--- src/rtl/switch_seq_pkg.sv ---
// switch_seq_pkg: shared state encoding, default timing and counter sizing for switch_sequencer
package switch_seq_pkg;
  typedef enum logic [1:0] {IDLE, SETUP, HOLD, GAP} state_e;
  localparam int HOLD_DEF = 200000;
  localparam int GAP_DEF = 900000;
  function automatic int cnt_width(input int hold, input int gap);
    return $clog2((hold > gap ? hold : gap) + 1);
  endfunction
endpackage

--- src/rtl/seq_timer.sv ---
// seq_timer: loadable down-counter; expired pulses for one cycle when a loaded count runs out
module seq_timer #(
  parameter int W = 8
) (
  input  logic         clk,
  input  logic         rst,
  input  logic         load,
  input  logic [W-1:0] value,
  output logic         expired
);
  logic [W-1:0] cnt_q;
  logic         run_q;
  always_ff @(posedge clk)
    if (rst) begin
      cnt_q <= '0;
      run_q <= 1'b0;
    end else if (load) begin
      cnt_q <= value;
      run_q <= 1'b1;
    end else if (run_q) begin
      cnt_q <= cnt_q - W'(|cnt_q);
      run_q <= |cnt_q;
    end
  assign expired = run_q && cnt_q == '0;
endmodule

--- src/rtl/switch_sequencer.sv ---
// switch_sequencer: stores switch patterns and replays each as sw setup, timed write hold, timed gap
module switch_sequencer
  import switch_seq_pkg::*;
#(
  parameter int DEPTH = 8,
  parameter int HOLD_CYCLES = HOLD_DEF,
  parameter int GAP_CYCLES = GAP_DEF
) (
  input  logic                     sysclk,
  input  logic                     rst,
  input  logic                     load,
  input  logic [$clog2(DEPTH)-1:0] load_addr,
  input  logic [3:0]               load_data,
  input  logic [$clog2(DEPTH):0]   len,
  input  logic                     loop,
  input  logic                     start,
  input  logic                     stop,
  output logic [3:0]               sw,
  output logic                     write,
  output logic                     busy,
  output logic                     done,
  output logic [$clog2(DEPTH)-1:0] slot
);
  localparam int AW = $clog2(DEPTH);
  localparam int CW = cnt_width(HOLD_CYCLES, GAP_CYCLES);
  state_e          state_q, state_d;
  logic [3:0]      mem_q [DEPTH];
  logic [3:0]      sw_q, sw_d, fwd0;
  logic [AW-1:0]   slot_q, slot_d, nxt_idx;
  logic [AW:0]     len_q, len_d;
  logic            loop_q, loop_d, done_q, done_d, last, t_load, t_exp;
  logic [CW-1:0]   t_val;
  seq_timer #(.W(CW)) u_timer (
    .clk(sysclk), .rst(rst), .load(t_load), .value(t_val), .expired(t_exp)
  );
  // a load to slot 0 in the start cycle must be visible to the first SETUP
  assign fwd0 = (load && load_addr == '0) ? load_data : mem_q[0];
  assign last = (AW+1)'({1'b0, slot_q} + 1'b1) == len_q;
  assign nxt_idx = last ? '0 : slot_q + 1'b1;
  always_comb begin
    state_d = state_q;
    sw_d = sw_q;
    slot_d = slot_q;
    len_d = len_q;
    loop_d = loop_q;
    done_d = 1'b0;
    t_load = 1'b0;
    t_val = CW'(HOLD_CYCLES - 1);
    if (stop && state_q != IDLE) state_d = IDLE;
    else
      case (state_q)
        IDLE: if (start && !stop) begin
          if (len == '0) done_d = 1'b1;
          else begin
            state_d = SETUP;
            len_d = len;
            loop_d = loop;
            slot_d = '0;
            sw_d = fwd0;
          end
        end
        SETUP: begin
          state_d = HOLD;
          t_load = 1'b1;
        end
        HOLD: if (t_exp) begin
          state_d = GAP;
          t_load = 1'b1;
          t_val = CW'(GAP_CYCLES - 1);
        end
        GAP: if (t_exp) begin
          if (!last || loop_q) begin
            state_d = SETUP;
            slot_d = nxt_idx;
            sw_d = mem_q[nxt_idx];
          end else begin
            state_d = IDLE;
            done_d = 1'b1;
          end
        end
        default: state_d = IDLE;
      endcase
  end
  always_ff @(posedge sysclk)
    if (rst) begin
      state_q <= IDLE;
      sw_q <= '0;
      slot_q <= '0;
      len_q <= '0;
      loop_q <= 1'b0;
      done_q <= 1'b0;
    end else begin
      state_q <= state_d;
      sw_q <= sw_d;
      slot_q <= slot_d;
      len_q <= len_d;
      loop_q <= loop_d;
      done_q <= done_d;
    end
  always_ff @(posedge sysclk)
    if (rst) mem_q <= '{default: '0};
    else if (load && state_q == IDLE) mem_q[load_addr] <= load_data;
  assign sw = sw_q;
  assign slot = slot_q;
  assign done = done_q;
  assign write = state_q == HOLD;
  assign busy = state_q != IDLE;
endmodule

--- config.mk ---
export PLATFORM = sky130hd
export DESIGN_NAME = switch_sequencer
export DESIGN_NICKNAME = d
export VERILOG_FILES = /design/src/rtl/switch_seq_pkg.sv /design/src/rtl/seq_timer.sv /design/src/rtl/switch_sequencer.sv
export SDC_FILE = /design/constraint.sdc
export NUM_CORES = 1
export LEC_CHECK = 0
export CAP_MARGIN = 20
export CORE_ASPECT_RATIO = 0.5
export CORE_MARGIN = 10
export CORE_UTILIZATION = 50
export DETAILED_ROUTE_END_ITERATION = 8
export PLACE_DENSITY = 0.7
export SLEW_MARGIN = 20
export SYNTH_ARGS = -nofsm -noshare
export SYNTH_HDL_FRONTEND = slang
export SYNTH_HIERARCHICAL = 1
export SYNTH_SLANG_ARGS = --single-unit
--- constraint.sdc ---
create_clock -name sysclk -period 6 [get_ports sysclk]
set_input_delay 1.2 -clock sysclk [delete_from_list [all_inputs] [get_ports sysclk]]
set_output_delay 1.2 -clock sysclk [all_outputs]
set_load 0.05 [all_outputs]
After elaboration in Yosys (flattened, before gate mapping)
Cells that the tools add are included.

cells by class
  add/sub/neg operators = 3
  multiply operators = 0
  div/mod/pow operators = 0
  $lt $le $gt $ge = 3
  eq/ne operators = 9
  shift operators = 0
  multiplexer cells = 39
  bitwise logic cells = 4
  reduce and logical (&&, ||, !) cells = 21

operator list
  cell                 number
  $mux 20              5
  $bwmux 32            1
  $mux 4               8
  $logic_not 20->1     1
  $reduce_or 20->1     1
  $sub 20x1->20        1
  $mux 3               5
  $bmux 4 s3           1
  $demux 4 s3          1
  $mux 1               9
  $ge 4x4->1 const B   2
  $mux 2               4
  $ne 2x2->1 const B   4
  $not 3->4            2
  $pmux 2 s4           1
  $pmux 4 s2           1
  $reduce_and 4->1     2
  $logic_and 1x1->1    6
  $pmux 3 s2           1
  $reduce_and 6->1     1
  $reduce_bool 2->1    3
  $add 3x1->4 const B  1
  $eq 2x2->1 const B   2
  $eq 4x4->1           1
  other kinds (12)     15

storage, ports and cells
  flip-flop bits (word level) = 68
  bits in latches = 0
  bits in writable memories = 0
  bits in read-only memories = 0
  output and inout bits = 10
  logic and storage cells = 95
  memories = 0

Longest topological paths before layout
Gate-level depths: netlist of run 1.

  depth after elaboration = 10
  mapped depth = 12

Cells and area by module
Netlist of run 1, hierarchy kept.

modules (own cells, without submodules)
  module            instances  cells an instance  area each (um^2)  sequential area each (um^2)
  switch_sequencer  1          286                2572.5            940.9
  seq_timer         1          150                1244.9            420.4

Least setup slack after synthesis of run 1
No wires, ideal clock.

  path type = register -> register
  start = register u_timer.cnt_q[5]
  end = register u_timer.cnt_q[18]
  library setup time = 122 ps
  data arrival time = 2749 ps
  path slack = 3129 ps
  cell stages (with the launch flop) = 12
  path buffers = 1
  clock period less this slack = 2871 ps
  cell sequence = dfxtp_1 nor4_4 nand3_2 nor3_1 and2_1 nand3_1 a21boi_1 clkbuf_1 clkinv_1 nand3_1 mux2i_1 a311o_1

between the ends
  longest elaborated chain between the ends = 6
  elaborated cells between the ends (all ways) = 13
  those cells by class = add/sub: 1; mux: 8; reduce/logical: 4

RTL lines
  item                                          RTL line                source
  start: declaration                            seq_timer.sv:11         logic [W-1:0] cnt_q;
  start signal: assignment                      seq_timer.sv:18         cnt_q <= value;
  start signal: assignment                      seq_timer.sv:21         cnt_q <= cnt_q - W'(|cnt_q);
  $logic_not 20->1 *                            seq_timer.sv:24         assign expired = run_q && cnt_q == '0;
  $logic_and 1x1->1 *                           seq_timer.sv:24
  net t_exp                                     switch_sequencer.sv:31  logic loop_q, loop_d, done_q, done_d, last, t_load, t_exp;
  $mux 1 *                                      switch_sequencer.sv:66  HOLD: if (t_exp) begin
  $pmux 1 s2 *                                  switch_sequencer.sv:51  case (state_q)
  $mux 1 *                                      switch_sequencer.sv:49  if (stop && state_q != IDLE) state_d = IDLE;
  net t_load                                    switch_sequencer.sv:31
  $mux 20 or $reduce_bool 2->1 (tied branches)  --

Mark *: on every way through the listed nets, which the timed path passes. The rest lies on a longest branch. The select of a mux whose other input is x is not followed.
A chain may end at the register's enable or synchronous reset.

Worst setup path in the final report of run 1
  start = register u_timer.cnt_q[5]
  end = register u_timer.cnt_q[19]

Same word-level chain as after synthesis.

==> impl_metrics.py, run 1 <==
metrics = {
    "critical_path": {
        "worst_ep_arrival_time_ps": 4140,
        "critPathSlowestCell": "a21boi_1",
        "r2r_cells": 11,
        "r2r_start": "u_timer/cnt_q[5]",
        "cp-end-kind": "flop",
        "r2r_slack_ps": 2060,
        "critical_path_required_ps": 6200,
        "worstPathMaxFanout": 20,
        "slowest_delay_ps": 610,
        "crit_path_start_kind": "flop",
        "path_cells": "nor4_4 > nand3_2 > nor3_1 > and2_1 > nand3_1 > a21boi_1 > clkinv_1 > buf_4 > and3_1 > mux2i_1 > o211ai_1",
        "r2r-end": "u_timer/cnt_q[19]",
        "crit_type": "reg -> reg",
    },
    "job": {
        "cap_violations": 0,
    },
    "power": {
        "internal_power_mw": 1.07,
        "p_leak_nw": 1.64,
        "sequentialPowerShare_pct": 33.9,
        "p_clk_share_pct": 30.2,
        "combPwrFrac_pct": 35.9,
        "power_mw": 1.69,
        "power_density_nw_per_um2": 384,
        "max-vdd-ir-drop_uv": 174,
        "power.switching_mw": 0.620,
        "p_sw_share_pct": 36.8,
    },
    "routing": {
        "drcViolationCount": 0,
        "final_antenna_net_count": 0,
        "via_count": 3099,
        "via_per_inst": 5.53,
        "first_pass_iters": 4,
        "first_iter_violations": 207,
        "wl_per_cell_um": 15.3,
        "drt_wl_total_um": 8540,
    },
    "sta": {
        "max_freq_mhz": 254,
        "rsz0062_at_grt": "no",
        "finalCritPeriodShare_pct": 65.7,
        "slew_headroom_pct": 43.3,
        "min_period_ps": 3940,
        "tns_ps": 0,
        "final-setup-viol-count": 0,
        "worst_slew_pin_slew_ps": 839,
        "slew_viol_final": 0,
        "worst_slack_ps": 2060,
        "finalHoldViolations": 0,
        "skew_ps": 5.39,
    },
    "logic_synthesis": {
        "synth_top_cell_area_share_pct": 35.7,
        "synth_area_um2": 3820,
        "synth-edff-count": 0,
        "seq_area_frac_synth_pct": 35.7,
        "yosysTopAreaCell": "dfxtp_1",
        "synth_seq_cells": 68,
        "syn_area_per_cell_um2": 8.76,
        "netlist_instances": 436,
        "yosysUniqueCellTypes": 70,
        "synthArstFlopShare_pct": 0,
        "yosys_warnings": 6,
        "synth_ff_type": "dfxtp_1",
        "synthTopCellsByArea": "dfxtp_1 36%, mux2i_1 12%, nor2_1 8.1%, a211oi_1 2.4%, ha_1 2.3%",
    },
    "floorplan": {
        "initial_core_util_pct": 51.7,
        "core_um2": 7380,
        "die_height_um": 81.8,
        "dieArea_um2": 11700,
        "die_x_um": 144,
        "ios": 27,
        "placementRows": 22,
    },
    "final_layout": {
        "final_core_util_pct": 59.5,
        "insertedDiodeCount": 0,
        "fin_nets": 483,
        "final_cell_mix": "82 x nor2_1, 68 x dfxtp_1, 45 x mux2i_1",
        "syn_to_final_growth_pct": 15.1,
        "fin_cells": 560,
        "drive_gt1_share_pct": 8.62,
        "num-fill-cells": 649,
        "final_common_cell": "nor2_1",
    },
    "cts": {
        "cts-htree-levels": 3,
        "clkTransAtPathRegs_ps": 50,
        "cts_resized": 0,
        "post_cts_buffers": 0,
        "cts_made_buffers": 9,
        "cts.sinks": 68,
        "worstSkewPairLatency_ps": 340,
        "hold_buffers": 0,
        "cts.path.max_buffers": 2,
        "clock-root-buffer": "clkbuf_16",
        "cts_tree": "built",
    },
    "place": {
        "dp_slack_ps": 1990,
        "place.gp.congestion": 0.856,
        "io_buffers": 26,
        "dp_cells": 544,
        "place_hpwl_um": 5900,
    },
    "grt": {
        "antenna_found_initial": 0,
        "grt_pass1_vias": 2910,
        "gr-total-overflow": 0,
        "grt_pass1_wl_um": 14400,
        "grt_max_degree": 68,
        "grt.total_usage_pct": 15.4,
    },
    "worst_hold_path": {
        "holdPathEnd": "mem_q[19]",
        "min-delay-start": "mem_q[19]",
        "hp-class": "reg -> reg",
        "hold_depth": 2,
    },
    "outcome": {
        "status": "complete, no violations",
    },
}
[layout make-up]
cell class | instances | area [um2] | share of cell area [%]
well taps | 96 | 120 | 2.73
multi-input cells | 329 | 2260 | 51.6
clock buffers | 13 | 270 | 6.15
clock inverters | 3 | 20.0 | 0.456
repair buffers | 28 | 270 | 6.15
inverters | 23 | 86.3 | 1.97
flip-flops and latches | 68 | 1360 | 31.0
[routing by layer]
layer | track usage [%] | share of wire, % | wire length (um) | vias up
met5 | 0 | 0 | 0 | -
met4 | 7.29 | 1.9 | 160 | 0
met3 | 4.15 | 2.9 | 245 | 12
met2 | 25.1 | 46 | 3910 | 43
met1 | 19.0 | 49 | 4220 | 1432
li1 | - | - | - | 1612
[kinds of logic after synthesis]
kind of cell               synth area share, %
and+or+nand+nor                           22.4
AOI/OAI and AO/OA                         16.8
DFF                                       35.7
muxes                                     13.0
buffers and inverters                     5.80
xor gates and xnor gates                  3.87
adders and majority gates                 2.29
other                                    0.197
[how the worst max path moves through the flow]
stage / startpoint / endpoint / slack, ps
4_1_cts: u_timer/cnt_q[5] / u_timer/cnt_q[19] / 2080
3_3_place_gp: stop / u_timer/cnt_q[19] / 2130
2_1_floorplan: u_timer/cnt_q[5] / u_timer/cnt_q[18] / 3130
5_1_grt: u_timer/cnt_q[5] / u_timer/cnt_q[19] / 1650
3_5_place_dp: stop / u_timer/cnt_q[19] / 1990
6_report: u_timer/cnt_q[5] / u_timer/cnt_q[19] / 2060
[power groups by stage]
stage / clock (mW) / combinational [mW] / sequential [mW]
final: 0.509 / 0.605 / 0.572
after global routing: 0.537 / 0.671 / 0.583
after CTS: 0.521 / 0.606 / 0.572
after detailed placement: 0 / 0.602 / 0.581
after global placement: 0 / 0.598 / 0.580
after floorplan: 0 / 0.452 / 0.589
[synthesized netlist by cell type, drive strengths merged, types with 4 or more instances]
master and number:
mux2i 45, o31ai 5, nor4 6, a31oi 4, dfxtp 68, nor2 82
nor3 9, ha 7, or3 5, or4 7, nand4 4, inv 22
nand4b 4, nand2 24, a21oi 12, a221oi 6, buf 7, xor2 10
nand3 9, o21ai 7, clkbuf 17, a211oi 13, nand2b 5, a311oi 8
mux2 4
[metrics by stage]
step	hold WS (ps)	area (um2)
floorplan	460	3850
global placement	473	4100
detailed placement	480	4100
CTS	494	4390
global route	521	4390
finish	488	4390
[worst max-delay path: cells and delay by family, from the launching register on]
kind	cells	cell delay [ps]
AOI/OAI and AO/OA	2	710
DFF	1	360
muxes	1	130
buffers and inverters	2	910
and+or+nand+nor	6	1690
[sequential cells by signal (all words and copies together) (netlist names)]
signal         flops
slot               3
len_q              4
state_q            2
u_timer/cnt_q     20
loop_q             1
sw                 4
u_timer/run_q      1
done               1
mem_q             32
No activity file was read; power rests on OpenSTA's default activity.
==> run 2: changes to the inputs <==
==> constraint.sdc (replaced) <==
create_clock -name sysclk -period 3.8 [get_ports sysclk]
set_input_delay 0.76 -clock sysclk [delete_from_list [all_inputs] [get_ports sysclk]]
set_output_delay 0.76 -clock sysclk [all_outputs]
set_load 0.05 [all_outputs]
==> run 2 against run 1 <==
Global-route usage is 0.068 points higher; sequential cell count stayed put; critical path depth is 1 lower; via count is 1.4% higher; wire length is 2.0% higher; largest cell class unchanged; first-iteration DRC count is 28% lower; fmax is 24% higher; combinational power is 58% higher; non-clock buffer count is 1 higher; sequential power is 58% higher; total power is 56% higher; hold slack worse by 0.55 ps.
==> impl_metrics.py, run 2 (synthesis results as in run 1) <==
metrics = {
    "cts": {
        "cts.sinks": 68,
        "post_cts_buffers": 0,
        "cts-htree-levels": 3,
        "clock-root-buffer": "clkbuf_16",
        "cts_tree": "built",
        "cts_resized": 0,
        "cts.path.max_buffers": 2,
        "worstSkewPairLatency_ps": 330,
        "clkTransAtPathRegs_ps": 60,
        "hold_buffers": 0,
        "cts_made_buffers": 9,
    },
    "final_layout": {
        "insertedDiodeCount": 0,
        "syn_to_final_growth_pct": 14.7,
        "num-fill-cells": 667,
        "finalInstanceArea_um2": 4380,
        "drive_gt1_share_pct": 8.82,
        "fin_cells": 561,
        "final_core_util_pct": 59.4,
        "largest_reg_flops": 32,
        "top_regs": "mem_q (32), u_timer/cnt_q (20)",
        "final_cell_mix": "82 x nor2_1, 68 x dfxtp_1, 45 x mux2i_1",
        "fin_nets": 484,
        "regMostFlops": "mem_q",
        "final_common_cell": "nor2_1",
    },
    "floorplan": {
        "die_x_um": 144,
        "placementRows": 22,
        "ios": 27,
        "core_um2": 7380,
        "die_height_um": 81.8,
        "initial_core_util_pct": 51.7,
        "dieArea_um2": 11700,
    },
    "power": {
        "p_sw_share_pct": 37.9,
        "power_density_nw_per_um2": 599,
        "max-vdd-ir-drop_uv": 253,
        "p_clk_share_pct": 29.1,
        "sequentialPowerShare_pct": 34.5,
        "combPwrFrac_pct": 36.4,
        "power.switching_mw": 0.994,
        "p_leak_nw": 1.63,
        "internal_power_mw": 1.63,
    },
    "place": {
        "place.gp.congestion": 0.845,
        "dp_slack_ps": 656,
        "place_area_um2": 4110,
        "io_buffers": 26,
        "place_hpwl_um": 6140,
        "dp_cells": 545,
    },
    "worst_hold_path": {
        "hold_depth": 2,
        "holdPathEnd": "mem_q[2]",
        "min-delay-start": "mem_q[2]",
        "hp-class": "reg -> reg",
    },
    "routing": {
        "via_per_inst": 5.60,
        "wl_per_cell_um": 15.5,
        "via_count": 3142,
        "first_iter_violations": 150,
        "final_antenna_net_count": 0,
        "drcViolationCount": 0,
        "drt_wl_total_um": 8710,
        "first_pass_iters": 4,
    },
    "critical_path": {
        "r2r_cells": 10,
        "slowest_delay_ps": 480,
        "cpMostUsedCell": "nand3_1",
        "cp-end-kind": "flop",
        "path_cells": "nor4_4 > nand3_2 > nor3_1 > and2_1 > nand3_1 > a21boi_1 > clkinv_1 > nand3_1 > mux2i_1 > a311o_1",
        "worstPathMaxFanout": 15,
        "r2r-end": "u_timer/cnt_q[18]",
        "r2r_slack_ps": 620,
        "worst_ep_arrival_time_ps": 3410,
        "critical_path_required_ps": 4020,
        "r2r_start": "u_timer/cnt_q[5]",
        "crit_path_start_kind": "flop",
        "crit_type": "reg -> reg",
        "critPathSlowestCell": "nor4_4",
        "cp-startpoint": "u_timer/cnt_q[5]",
    },
    "job": {
        "cap_violations": 0,
    },
    "sta": {
        "skew_ps": 4.20,
        "slew_headroom_pct": 40.6,
        "rsz0062_at_grt": "no",
        "worst_slew_pin_slew_ps": 878,
        "finalHoldViolations": 0,
        "final-setup-viol-count": 0,
        "tns_ps": 0,
        "worst_slack_ps": 618,
        "max_freq_mhz": 314,
        "finalCritPeriodShare_pct": 83.7,
        "min_period_ps": 3180,
        "slew_viol_final": 0,
    },
    "grt": {
        "grt_pass1_wl_um": 14500,
        "gr-total-overflow": 0,
        "grt_pass1_vias": 3004,
        "antenna_found_initial": 0,
        "grt_max_degree": 45,
        "grt.total_usage_pct": 15.5,
    },
    "outcome": {
        "status": "complete, no violations",
    },
}
==> run 2: changes by cell type in the layout (fill, tap and decap cells not counted), sizes merged <==
| cell | before | now |
|---|---|---|
| clkbuf | 13 | 10 |
| clkinv | 2 | 4 |
| buf | 3 | 4 |
| clkinvlp | 2 | 3 |
==> run 2: per-layer routing <==
layer  GRT usage (%)  vias to the layer above  share of wire [%]
met4            6.58                        0                1.0
met2            26.6                       43                 49
li1                -                     1607                  -
met3            4.72                        6                3.1
met5               0                        -                  0
met1            18.0                     1486                 47
==> run 2: worst max-delay path by stage <==
stage	cells after the start	end	slack, ps
2_1_floorplan	11	u_timer/cnt_q[18]	930
3_3_place_gp	10	u_timer/cnt_q[18]	750
3_5_place_dp	10	u_timer/cnt_q[18]	660
4_1_cts	10	u_timer/cnt_q[18]	660
5_1_grt	10	u_timer/cnt_q[18]	310
6_report	10	u_timer/cnt_q[18]	620
==> run 2: per-stage QoR <==
stage               hold WS, ps  power (mW)
floorplan                   460        1.64
detailed placement          482        1.87
global placement            473        1.85
CTS                         496        2.63
global route                513        2.79
finish                      488        2.62
==> run 2: power by group through the flow <==
stage | logic [mW] | clock network (mW) | registers [mW]
floorplan | 0.713 | 0 | 0.930
CTS | 0.953 | 0.776 | 0.905
global placement | 0.934 | 0 | 0.917
finish | 0.956 | 0.763 | 0.904
global route | 1.06 | 0.809 | 0.920
detailed placement | 0.950 | 0 | 0.918
==> run 2: final cells by class <==
type / count / area [um2] / area share, %
multi-input cells: 329 / 2260 / 51.7
flip-flops and latches: 68 / 1360 / 31.1
repair buffers: 29 / 278 / 6.34
clock buffers: 10 / 229 / 5.23
well taps: 96 / 120 / 2.74
inverters: 23 / 86.3 / 1.97
clock inverters: 6 / 41.3 / 0.943
==> run 2: worst max-delay path, delay by kind of cell, from the launching register on <==
kind                   cells  cell delay (ps)
flip-flops                 1              360
buffers and inverters      1              360
AO/OA/AOI/OAI              2              530
AND/OR/NAND/NOR            6             1710
multiplexers               1              110
==> run 3: changes to the inputs <==
--- a/config.mk
+++ b/config.mk
@@ -10,7 +10,7 @@
 export CORE_MARGIN = 10
 export CORE_UTILIZATION = 50
 export DETAILED_ROUTE_END_ITERATION = 8
-export PLACE_DENSITY = 0.7
+export PLACE_DENSITY = 0.72
 export SLEW_MARGIN = 20
 export SYNTH_ARGS = -nofsm -noshare
 export SYNTH_HDL_FRONTEND = slang
==> constraint.sdc (replaced) <==
create_clock -name sysclk -period 2.81 [get_ports sysclk]
set_input_delay 0.562 -clock sysclk [delete_from_list [all_inputs] [get_ports sysclk]]
set_output_delay 0.562 -clock sysclk [all_outputs]
set_load 0.05 [all_outputs]
==> run 3 against run 2 <==
Clock power rose by 69%; sequential share of layout area shrank 1.4 points; sequential power up 34%; hold slack gained 6.1 ps; register-to-register slack got worse by 500 ps; first-iteration DRC count grew 37%; utilization rose by 2.8 points; die area unchanged; global-route usage grew 0.55 points; largest power group unchanged; highest routed layer unchanged.
==> impl_metrics.py, run 3 (synthesis results as in run 1) <==
metrics = {
    "outcome": {
        "status": "complete, no violations",
    },
    "final_layout": {
        "num-fill-cells": 667,
        "drive_gt1_share_pct": 12.9,
        "insertedDiodeCount": 0,
        "multi_input_area_um2": 2280,
        "finalInstanceArea_um2": 4590,
        "largest_reg_flops": 32,
        "fin_nets": 501,
        "final_core_util_pct": 62.2,
        "final_common_cell": "nor2_1",
        "syn_to_final_growth_pct": 20.2,
        "final-seq-area_um2": 1360,
        "final_cell_mix": "82 x nor2_1, 68 x dfxtp_1, 45 x mux2i_1",
        "regMostFlops": "mem_q",
        "top_regs": "mem_q (32), u_timer/cnt_q (20)",
    },
    "sta": {
        "min_period_ps": 2690,
        "slew_headroom_pct": 61.3,
        "final-setup-viol-count": 0,
        "rsz0062_at_grt": "no",
        "worst_slew_pin_slew_ps": 579,
        "finalHoldViolations": 0,
        "finalCritPeriodShare_pct": 95.8,
        "worst_hold_slack_ps": 494,
        "skew_ps": 4.36,
        "tns_ps": 0,
        "slew_viol_final": 0,
        "max_freq_mhz": 372,
    },
    "routing": {
        "drcViolationCount": 0,
        "drt_wl_total_um": 8960,
        "via_count": 3271,
        "first_pass_iters": 4,
        "wl_per_cell_um": 15.5,
        "final_antenna_net_count": 0,
        "first_iter_violations": 206,
        "via_per_inst": 5.66,
    },
    "floorplan": {
        "initial_core_util_pct": 51.7,
        "ios": 27,
        "die_x_um": 144,
        "placementRows": 22,
        "dieArea_um2": 11700,
        "core_um2": 7380,
        "die_height_um": 81.8,
    },
    "cts": {
        "cts.path.max_buffers": 2,
        "cts.sinks": 68,
        "cts-htree-levels": 3,
        "clock-root-buffer": "clkbuf_16",
        "cts_tree": "built",
        "worstSkewPairLatency_ps": 340,
        "clkTransAtPathRegs_ps": 60,
        "cts_made_buffers": 9,
        "hold_buffers": 0,
    },
    "power": {
        "combPwrFrac_pct": 37.6,
        "sequentialPowerShare_pct": 30.2,
        "p_leak_nw": 1.75,
        "power_density_nw_per_um2": 874,
        "max-vdd-ir-drop_uv": 484,
        "p_clk_share_pct": 32.2,
        "power.switching_mw": 1.38,
        "internal_power_mw": 2.63,
        "p_sw_share_pct": 34.5,
    },
    "critical_path": {
        "r2r_cells": 8,
        "worst_ep_arrival_time_ps": 2890,
        "crit_path_start_kind": "flop",
        "r2r_slack_ps": 120,
        "crit_type": "reg -> reg",
        "cp-end-kind": "flop",
        "r2r_start": "u_timer/cnt_q[16]",
        "worstPathMaxFanout": 6,
        "critical_path_required_ps": 3010,
        "r2r-end": "sw[0]",
    },
    "grt": {
        "grt_pass1_vias": 3171,
        "gr-total-overflow": 0,
        "grt_pass1_wl_um": 15200,
        "antenna_found_initial": 0,
        "grt_max_degree": 42,
        "grt.total_usage_pct": 16.1,
    },
    "worst_hold_path": {
        "hp-class": "reg -> reg",
        "holdPathEnd": "mem_q[9]",
        "min-delay-start": "mem_q[9]",
        "hold_depth": 2,
    },
    "place": {
        "place_hpwl_um": 6320,
        "place_area_um2": 4240,
        "io_buffers": 26,
        "place.gp.congestion": 0.855,
    },
    "job": {
        "cap_violations": 0,
    },
}
run 3: cell count changes in the layout (fill, tap and decap cells not counted), sizes merged:
cell,before,now
buf,4,21
bufinv,0,3
clkbuf,10,9
clkinv,4,3
clkinvlp,3,2
run 3: repair_timing:
item                       in CTS  in global routing
setup endpoints to repair       0                  4
buffers inserted                0                  0
gates resized for setup         0                  3
run 3: how the worst max path moves through the flow:
stage / startpoint / end / cells past startpoint
floorplan: u_timer/cnt_q[5] / u_timer/cnt_q[18] / 11
global placement: u_timer/cnt_q[16] / sw[3] / 8
detailed placement: u_timer/cnt_q[16] / sw[2] / 8
CTS: u_timer/cnt_q[16] / sw[0] / 8
global route: u_timer/cnt_q[16] / sw[0] / 8
finish: u_timer/cnt_q[16] / sw[0] / 8
run 3: routing by layer:
| metal | share of wire [%] | GRT usage, % | up-vias |
|---|---|---|---|
| met5 | 0 | 0 | - |
| met4 | 1.4 | 5.26 | 0 |
| met3 | 3.6 | 4.84 | 14 |
| met2 | 49 | 26.3 | 51 |
| met1 | 46 | 20.1 | 1564 |
| li1 | - | - | 1642 |
run 3: final cells by class:
| class | count | share of cell area, % |
|---|---|---|
| tap | 96 | 2.62 |
| timing repair buffer | 46 | 8.83 |
| inverter | 23 | 1.88 |
| clock buffer | 9 | 4.91 |
| multi-input combinational | 329 | 49.6 |
| clock inverter | 7 | 2.51 |
| sequential | 68 | 29.7 |
run 3: power groups by stage:
stage,clock [mW],combinational [mW],sequential (mW)
after CTS,1.31,1.47,1.21
after floorplan,0,0.965,1.26
after detailed placement,0,1.46,1.23
after global routing,1.36,1.67,1.23
after global placement,0,1.44,1.23
final,1.29,1.51,1.21
run 3: worst max-delay path: stages (launching register included):
cell and delay, ps:
dfxtp_1 330, or4_1 580, nor3_2 220, and2_4 190, nor2_1 40, or4_4 510
a21o_1 240, a221oi_1 310, a211oi_1 140
run 3: metrics by stage:
step	total power, mW	worst slack (ps)	instances
detailed placement	2.69	117	562
floorplan	2.22	85.5	444
global placement	2.66	182	562
CTS	3.99	34.8	578
global route	4.26	46.1	578
finish	4.01	118	578
